===== src/rtl/fetch_seq_pkg.sv =====
// Shared definitions for the fetch sequencer: default offset width, state encodings, NOP encoding.
`ifndef FETCH_SEQ_DEFS
`define FETCH_SEQ_DEFS
`define MAX_LENGTH 32
`endif

package fetch_seq_pkg;

    typedef enum logic [1:0] {
        FS_RUN      = 2'd0,
        FS_MEM_WAIT = 2'd1,
        FS_FLUSH    = 2'd2
    } fs_state_e;

    // addi x0, x0, 0 -- what the ID/EX register carries when bubbled
    localparam logic [31:0] NOP_INSTR = 32'h0000_0013;

endpackage


===== src/rtl/fetch_seq_pend_reg.sv =====
// One-entry pending-branch holder: the first set wins until cleared.
module fetch_seq_pend_reg #(
    parameter int W = 32
) (
    input  logic         clk,
    input  logic         reset,
    input  logic         set_i,
    input  logic         clr_i,
    input  logic [W-1:0] offset_i,
    output logic         valid_o,
    output logic [W-1:0] offset_o
);

    logic         valid_q, valid_d;
    logic [W-1:0] offset_q, offset_d;

    always_comb begin
        valid_d  = valid_q;
        offset_d = offset_q;
        if (clr_i) begin
            valid_d = 1'b0;
        end else if (set_i && !valid_q) begin
            valid_d  = 1'b1;
            offset_d = offset_i;
        end
    end

    always_ff @(posedge clk) begin
        if (reset) begin
            valid_q  <= 1'b0;
            offset_q <= '0;
        end else begin
            valid_q  <= valid_d;
            offset_q <= offset_d;
        end
    end

    assign valid_o  = valid_q;
    assign offset_o = offset_q;

endmodule


===== src/rtl/fetch_sequencer.sv =====
// Fetch-stage pipeline control: redirects, load-use bubbles, memory-stall freezes with branch replay.
// Optional performance counters are built when FETCH_SEQ_PERF_CNT_EN is defined.
module fetch_sequencer
    import fetch_seq_pkg::*;
#(
    parameter int WIDTH        = `MAX_LENGTH,
    parameter int FLUSH_CYCLES = 2
) (
    input  logic             clk,
    input  logic             reset,
    input  logic             br_taken_in,
    input  logic [WIDTH-1:0] br_offset_in,
    input  logic             hazard_in,
    input  logic             mem_busy,
    output logic             if_freeze,
    output logic             pipe_freeze,
    output logic             id_bubble,
    output logic             flush,
    output logic             br_taken_out,
    output logic [WIDTH-1:0] br_offset_out,
    output logic [31:0]      stall_cnt,
    output logic [31:0]      flush_cnt
);

    localparam logic [2:0] FLUSH_LOAD  = 3'(FLUSH_CYCLES - 1);
    localparam logic       REDIR_FLUSH = (FLUSH_CYCLES > 1);

    fs_state_e        state_q, state_d;
    logic [2:0]       flush_ctr_q, flush_ctr_d;
    logic             pend_set, pend_clr, pend_valid, run_rules;
    logic [WIDTH-1:0] pend_offset;

    fetch_seq_pend_reg #(.W(WIDTH)) u_pend (
        .clk      (clk),
        .reset    (reset),
        .set_i    (pend_set),
        .clr_i    (pend_clr),
        .offset_i (br_offset_in),
        .valid_o  (pend_valid),
        .offset_o (pend_offset)
    );

    always_comb begin
        state_d       = state_q;
        flush_ctr_d   = flush_ctr_q;
        pend_set      = 1'b0;
        pend_clr      = 1'b0;
        run_rules     = 1'b0;
        if_freeze     = 1'b0;
        pipe_freeze   = 1'b0;
        id_bubble     = 1'b0;
        flush         = 1'b0;
        br_taken_out  = 1'b0;
        br_offset_out = '0;

        case (state_q)
            FS_RUN: begin
                if (mem_busy) begin
                    if_freeze   = 1'b1;
                    pipe_freeze = 1'b1;
                    pend_set    = br_taken_in;
                    state_d     = FS_MEM_WAIT;
                end else begin
                    run_rules = 1'b1;
                end
            end
            FS_MEM_WAIT: begin
                if (mem_busy) begin
                    if_freeze   = 1'b1;
                    pipe_freeze = 1'b1;
                    pend_set    = br_taken_in;
                end else if (pend_valid) begin
                    br_taken_out  = 1'b1;
                    br_offset_out = pend_offset;
                    pend_clr      = 1'b1;
                end else begin
                    run_rules = 1'b1;
                end
            end
            FS_FLUSH: begin
                // Branch/hazard inputs here belong to squashed instructions
                flush = 1'b1;
                if (mem_busy) begin
                    if_freeze   = 1'b1;
                    pipe_freeze = 1'b1;
                end else if (flush_ctr_q <= 3'd1) begin
                    flush_ctr_d = 3'd0;
                    state_d     = FS_RUN;
                end else begin
                    flush_ctr_d = flush_ctr_q - 3'd1;
                end
            end
            default: state_d = FS_RUN;
        endcase

        if (run_rules) begin
            state_d = FS_RUN;
            if (br_taken_in) begin
                br_taken_out  = 1'b1;
                br_offset_out = br_offset_in;
            end else if (hazard_in) begin
                if_freeze = 1'b1;
                id_bubble = 1'b1;
            end
        end

        // Every redirect, live or replayed, opens a flush window
        if (br_taken_out) begin
            flush       = 1'b1;
            flush_ctr_d = FLUSH_LOAD;
            state_d     = REDIR_FLUSH ? FS_FLUSH : FS_RUN;
        end

        if (reset) begin
            if_freeze     = 1'b0;
            pipe_freeze   = 1'b0;
            id_bubble     = 1'b0;
            flush         = 1'b0;
            br_taken_out  = 1'b0;
            br_offset_out = '0;
        end
    end

    always_ff @(posedge clk) begin
        if (reset) begin
            state_q     <= FS_RUN;
            flush_ctr_q <= 3'd0;
        end else begin
            state_q     <= state_d;
            flush_ctr_q <= flush_ctr_d;
        end
    end

`ifdef FETCH_SEQ_PERF_CNT_EN
    logic [31:0] stall_cnt_q, flush_cnt_q;

    always_ff @(posedge clk) begin
        if (reset) begin
            stall_cnt_q <= '0;
            flush_cnt_q <= '0;
        end else begin
            stall_cnt_q <= stall_cnt_q + 32'(if_freeze);
            flush_cnt_q <= flush_cnt_q + 32'(br_taken_out);
        end
    end

    assign stall_cnt = reset ? 32'd0 : stall_cnt_q;
    assign flush_cnt = reset ? 32'd0 : flush_cnt_q;
`else
    assign stall_cnt = 32'd0;
    assign flush_cnt = 32'd0;
`endif

endmodule


===== config.mk =====
export PLATFORM = sky130hd
export DESIGN_NAME = fetch_sequencer
export DESIGN_NICKNAME = d
export VERILOG_FILES = /design/src/rtl/fetch_seq_pkg.sv /design/src/rtl/fetch_seq_pend_reg.sv /design/src/rtl/fetch_sequencer.sv
export SDC_FILE = /design/constraint.sdc
export NUM_CORES = 1
export LEC_CHECK = 0
export CAP_MARGIN = 20
export CORE_ASPECT_RATIO = 1.75
export CORE_UTILIZATION = 37
export CTS_BUF_LIST = sky130_fd_sc_hd__clkbuf_2
export CTS_CLUSTER_DIAMETER = 40
export CTS_CLUSTER_SIZE = 40
export DETAILED_ROUTE_END_ITERATION = 12
export HOLD_SLACK_MARGIN = 0.15
export PLACE_DENSITY = 0.91
export SYNTH_ARGS = -nofsm -noshare
export SYNTH_HDL_FRONTEND = slang
export SYNTH_SLANG_ARGS = --single-unit

===== constraint.sdc =====
create_clock -name clk -period 1.2 [get_ports clk]
set_input_delay 0.24 -clock clk [delete_from_list [all_inputs] [get_ports clk]]
set_output_delay 0.24 -clock clk [all_outputs]
set_load 0.01 [all_outputs]

Yosys cells after proc, flatten, opt, wreduce, memory -nomap -nowiden
Index checks and enable logic that the tools add are counted.

operators by class
  magnitude comparators = 1
  reductions and logical operators = 14
  $add $sub $neg = 1
  multiplexer cells = 42
  bitwise operators = 3
  eq/ne operators = 10

operator list
  kind                                                             number
  2-to-1 mux 32 bit                                                6
  2-to-1 mux 1 bit                                                 28
  inequality test 4 bit (second input constant)                    3
  2-to-1 mux 2 bit                                                 5
  AND reduction 4 bit                                              2
  inequality test 2 bit (second input constant)                    3
  one-hot mux 2 bit (3 select lines)                               1
  AND reduction 2 bit                                              3
  OR reduction 2 bit                                               3
  OR reduction 3 bit                                               2
  less-or-equal comparator 3 x 1 -> 1 bit (second input constant)  1
  2-to-1 mux 3 bit                                                 1
  inequality test 3 bit (second input constant)                    1
  inverter 1 bit                                                   3
  subtractor 3 x 1 -> 3 bit (second input constant)                1
  == test 2 x 1 -> 1 bit (second input constant)                   1
  == test 2 bit (second input constant)                            1
  zero test 2 bit                                                  1
  inequality test 2 x 1 -> 1 bit (second input constant)           1
  one-hot mux 1 bit (2 select lines)                               1
  nonzero test 2 bit                                               1
  logical AND 1 bit                                                1
  zero test 1 bit                                                  1

word-level totals
  register bits after elaboration = 38
  input port bits = 37

Longest topological paths before layout
  depth after elaboration = 7
  gate-level depth with buffers = 6
  mapped depth without buffers = 5

Hierarchy
A second synthesis with hierarchy kept.

unflattened totals
  cell total of the unflattened synthesis = 367
  area total of the unflattened synthesis = 3,096.7 um^2

by module, submodules not included
  module              seq. area each (um^2)  cells an instance  times used  area each (um^2)
  fetch_sequencer     100.1                  224                1           1,595.3
  fetch_seq_pend_reg  660.6                  143                1           1,501.4

Least setup slack after synthesis
No wires, ideal clock.

  path kind = register -> output
  start = register state_q[0]
  end = output port br_offset_out[10]
  buffers on the path = 1
  slack = -216 ps
  required time = 960 ps
  cell stages (with the launch flop) = 5
  arrival time = 1,176 ps
  path through = dfxtp_1 > a211oi_2 > buf_4 > a32oi_1 > nor2_1

on the way
  word-level cells in the longest chain between the ends = 5
  elaborated cells between the ends (all ways) = 7
  classes of those cells = eq/ne: 1; mux: 5; reduce/logical: 1

ends and longest elaborated chain
  what                      line                    RTL
  start: declaration        fetch_sequencer.sv:28   fs_state_e state_q, state_d;
  start signal: assignment  fetch_sequencer.sv:129  state_q <= state_d;
  == test 2 x 1 -> 1 bit    fetch_sequencer.sv:56   case (state_q)
  2-to-1 mux 32 bit         fetch_sequencer.sv:56
  2-to-1 mux 32 bit         fetch_sequencer.sv:98   if (br_taken_in) begin
  2-to-1 mux 32 bit *       fetch_sequencer.sv:96   if (run_rules) begin
  2-to-1 mux 32 bit *       fetch_sequencer.sv:114  if (reset) begin
  end: declaration          fetch_sequencer.sv:20   output logic [WIDTH-1:0] br_offset_out,

Every way passes the cells marked *; elsewhere a longest branch is shown, timed or not.

Worst setup path in the final report
  start = register state_q[0]
  end = output port br_offset_out[28]

The elaborated chain is that of the path after synthesis.

==> results_tabular.tex <==
\begin{tabular}{lr}
\hline
Metric & Value \\
\hline
\multicolumn{2}{l}{\textbf{Worst setup path}} \\
Critical-path cell list & buf\_12 -> a211oi\_4 -> buf\_6 -> buf\_8 -> a32oi\_1 -> nor2\_1 -> buf\_2 \\
Kind of cell with the highest combined delay on the critical path & buffers and inverters \\
Largest fanout of any net on the critical path & 7 \\
Kind of capture point of the worst setup path & output port \\
Count of buffer and inverter cells on the critical path & 4 \\
Type of the worst setup path & flop to output port \\
Largest stage delay, worst path & roughly 0.40 ns \\
Count of cells along the worst register-to-register path & 8 \\
Data arrival time of the critical path & about 1.8 ns \\
Crit start category & flop \\
Critical-path cell with the highest stage delay & sky130\_fd\_sc\_hd\_\_dfxtp\_4 \\
Worst endpoint required time & around 0.96 ns \\
Critical path depth in cells & 7 \\
\multicolumn{2}{l}{\textbf{Layout}} \\
Final design area excluding fillers & $\sim$3600 um2 \\
Layout-stage area growth over the synthesis result & 42.2\% \\
Share of post-route cells with drive strength above 1 & a little over a third \\
Share of the core filled with cells in the final layout & $\sim$55\% \\
Total number of nets in the final design & about 470 \\
Antenna cells & 0 \\
\multicolumn{2}{l}{\textbf{Timing}} \\
Number of endpoints failing setup at the final stage & 74 \\
Max Transition Viols Final & 0 \\
Setup Skew & 0.0107 ns \\
Time the worst path needs with I/O delays and setup & $\sim$2.1 ns \\
Ratio of final minimum period to clock period & 172\% \\
Setup repair after global routing missed its margin & true \\
Final Hold Slack & about 0.29 ns \\
Final count of hold timing violations & 0 \\
Fmax & 485 MHz \\
Post-layout worst setup margin & -0.863 ns \\
\multicolumn{2}{l}{\textbf{Global routing}} \\
Global-route wire length before repair & about 11000 um \\
Total global routing track utilization & $\sim$20\% \\
Maximum number of pins on one net before global-route repair & 32 \\
Number of antenna violations at the first check in global routing & 0 \\
Sum of overflow across all layers after global routing & 0 \\
Vias in the first global route & $\sim$2300 \\
\multicolumn{2}{l}{\textbf{Routing}} \\
DRC violation count after routing & 0 \\
Total vias in the final route & about 2600 \\
Sum of routed wire length over all layers & $\sim$7600 um \\
Via count normalized by instance count & between 5 and 6 \\
DRC violation total after the first TritonRoute iteration & $\sim$120 \\
Post-detailed-route count of antenna-violating nets & 0 \\
Wire length per cell & approximately 15 um \\
Number of detailed-route iterations in the first pass & 4 \\
\multicolumn{2}{l}{\textbf{Job}} \\
Max-Cap Viols & 0 \\
\multicolumn{2}{l}{\textbf{Placed design}} \\
Area post-placement & 3210 um2 \\
Port buffer count & 73 \\
GPL Wtd Cong & around 0.74 \\
Half-perimeter wire length of the detailed placement result & 4690 um \\
\multicolumn{2}{l}{\textbf{Floorplanning}} \\
Standard-cell row count & 39 \\
Die width & 64.6 um \\
Number of top-level pins & about 140 \\
Core outline area & 6590 um2 \\
Starting density of the core & 38.5\% \\
Floorplan die height & roughly 110 um \\
Die outline area & 7210 um2 \\
\multicolumn{2}{l}{\textbf{Clocking}} \\
H-Tree Level Count & 2 \\
Insertion delay to the later sink of the worst-skew pair & about 0.41 ns \\
CTS root buffer & sky130\_fd\_sc\_hd\_\_clkbuf\_2 \\
Clock slew at the register clock pins of the worst setup and hold paths & about 0.21 ns \\
Total CTS buffers & 5 \\
Clock tree from TritonCTS & built \\
\# clock sinks & 38 \\
Max Buffers Root-to-Sink & 2 \\
\multicolumn{2}{l}{\textbf{Power and ir drop}} \\
Leakage & 1.49 nW \\
Power density over the cells & between 800 and 900 nW/um2 \\
Worst VDD drop & between 0.0006 and 0.0007 V \\
\multicolumn{2}{l}{\textbf{Worst hold path}} \\
Type of the most critical hold path & input pin to flop \\
Cell count of the worst hold path & 3 \\
\multicolumn{2}{l}{\textbf{Outcome}} \\
Violated checks & negative setup slack \\
Status & complete, but fails checks \\
\multicolumn{2}{l}{\textbf{Yosys}} \\
Synthesized flop and latch total & 38 \\
Post-synth top area cell & sky130\_fd\_sc\_hd\_\_dfxtp\_1 \\
Cell Area, Synth & 2540 um2 \\
Proportion of netlist area held by the largest area contributor & between 20\% and 30\% \\
Post-Synthesis Mean Instance Area & $\sim$7.6 um2 \\
Post-synth cell types & 29 \\
Share of the yosys chip area belonging to registers & approximately 30\% \\
Most area-consuming cells after synthesis & sky130\_fd\_sc\_hd\_\_dfxtp\_1, sky130\_fd\_sc\_hd\_\_buf\_4, sky130\_fd\_sc\_hd\_\_a32oi\_1, sky130\_fd\_sc\_hd\_\_nand2\_1, sky130\_fd\_sc\_hd\_\_a21oi\_1 \\
Synth Warn \# & 0 \\
Gate count after technology mapping & 334 \\
\hline
\end{tabular}
cell families (layout without fill, tap and decap cells):
| kind of cell | Yosys count | after routing | share of synthesized area, % |
|---|---|---|---|
| flops | 38 | 38 | 30.0 |
| simple gates | 113 | 113 | 19.1 |
| compound gates | 82 | 82 | 22.5 |
| other cells | 1 | 64 | 0.148 |
| fa+ha+maj | 2 | 2 | 0.986 |
| buf+inv | 98 | 130 | 27.3 |
power breakdown:
part	switching (mW)	internal, mW
Clock	0.459	0.133
Sequential	0.0435	1.32
Combinational	0.516	0.464
worst paths after layout:
check,startpoint,to,slack [ns]
worst min-delay path,reset,u_pend.offset_o[3]$_SDFFE_PP0P_,0.29
worst max-delay path,state_q[0]$_SDFFE_PP0P_,br_offset_out[28],-0.86
worst max register to register,state_q[0]$_SDFFE_PP0P_,flush_ctr_q[2]$_SDFFE_PP0P_,-0.51
worst min register to register,u_pend.offset_o[19]$_SDFFE_PP0P_,u_pend.offset_o[19]$_SDFFE_PP0P_,0.47
per-stage QoR:
stage	std cells	total power, mW	setup TNS, ns	setup WS [ns]
2_1_floorplan	397	1.98	-3.66	-0.135
3_3_place_gp	483	2.12	-59.96	-1.12
3_5_place_dp	483	2.14	-61.44	-1.18
4_1_cts	504	2.85	-41.73	-0.947
5_1_grt	511	3.08	-43.72	-0.947
6_report	511	2.94	-39.18	-0.863
cell usage after synthesis, drive strengths merged:
library cell  count
o311ai            1
and4bb            2
o211ai            2
dfxtp            38
a32oi            32
inv               5
a211oi            4
a211o             1
clkbuf            8
o21ba             2
nand2b            2
or3               1
buf              85
or3b              1
o21ai             1
nor3              1
nand4bb           1
conb              1
nor3b             1
ha                2
a21oi            39
nor2             34
nand2            68
nor4              1
nand4b            1
tightest hold or removal path: cells and delay by family:
family	cells	cell delay [ns]
buffers and inverters	2	0.40
AO/OA/AOI/OAI	1	0.04
routing by layer:
metal | routed length (um) | up-vias | track usage, % | part of all wire (%)
met1 | 2680 | 1232 | 20.8 | 35
met2 | 4420 | 135 | 38.4 | 58
met5 | 0 | - | 0 | 0
met3 | 340 | 17 | 2.36 | 4.5
met4 | 186 | 0 | 7.85 | 2.4
li1 | - | 1206 | - | -
state kept, by name, summed over array words and instances (netlist names):
signal,count
u_pend.offset_o,32
u_pend.valid_o,1
flush_ctr_q,3
state_q,2
cell usage in the layout (no fill, tap or decap), types with 2 or more instances in the layout:
cell,n
sky130_fd_sc_hd__conb_1,64
sky130_fd_sc_hd__nand2_1,55
sky130_fd_sc_hd__buf_2,35
sky130_fd_sc_hd__dfxtp_1,34
sky130_fd_sc_hd__clkdlybuf4s50_1,34
sky130_fd_sc_hd__nor2_1,33
sky130_fd_sc_hd__a32oi_1,29
sky130_fd_sc_hd__a21oi_2,21
sky130_fd_sc_hd__buf_4,18
sky130_fd_sc_hd__a21oi_1,15
sky130_fd_sc_hd__buf_6,14
sky130_fd_sc_hd__nand2_2,13
sky130_fd_sc_hd__buf_12,8
sky130_fd_sc_hd__clkbuf_2,5
sky130_fd_sc_hd__buf_8,5
sky130_fd_sc_hd__inv_1,4
sky130_fd_sc_hd__a32oi_2,3
sky130_fd_sc_hd__a21oi_4,3
sky130_fd_sc_hd__a211oi_2,3
sky130_fd_sc_hd__dfxtp_4,3
sky130_fd_sc_hd__o21ba_2,2
sky130_fd_sc_hd__o211ai_1,2
sky130_fd_sc_hd__ha_1,2
sky130_fd_sc_hd__clkbuf_16,2
what timing repair did:
action                                  4_1_cts  5_1_grt
hold buffers                                  0        0
endpoints found under the setup margin       74       74
gates cloned                                  4        2
pin swaps                                    16       34
gates resized for setup                     175       63
setup buffers                                 9        8
final cells by class:
| class | count | area, um2 |
|---|---|---|
| fill | 626 | 2980 |
| inverter | 5 | 21.3 |
| timing repair buffer | 117 | 1100 |
| clock inverter | 3 | 16.3 |
| tap | 82 | 103 |
| clock buffer | 5 | 25.0 |
| sequential | 38 | 773 |
| multi-input combinational | 261 | 1570 |
Note: power is estimated with default switching activity, not from simulation.
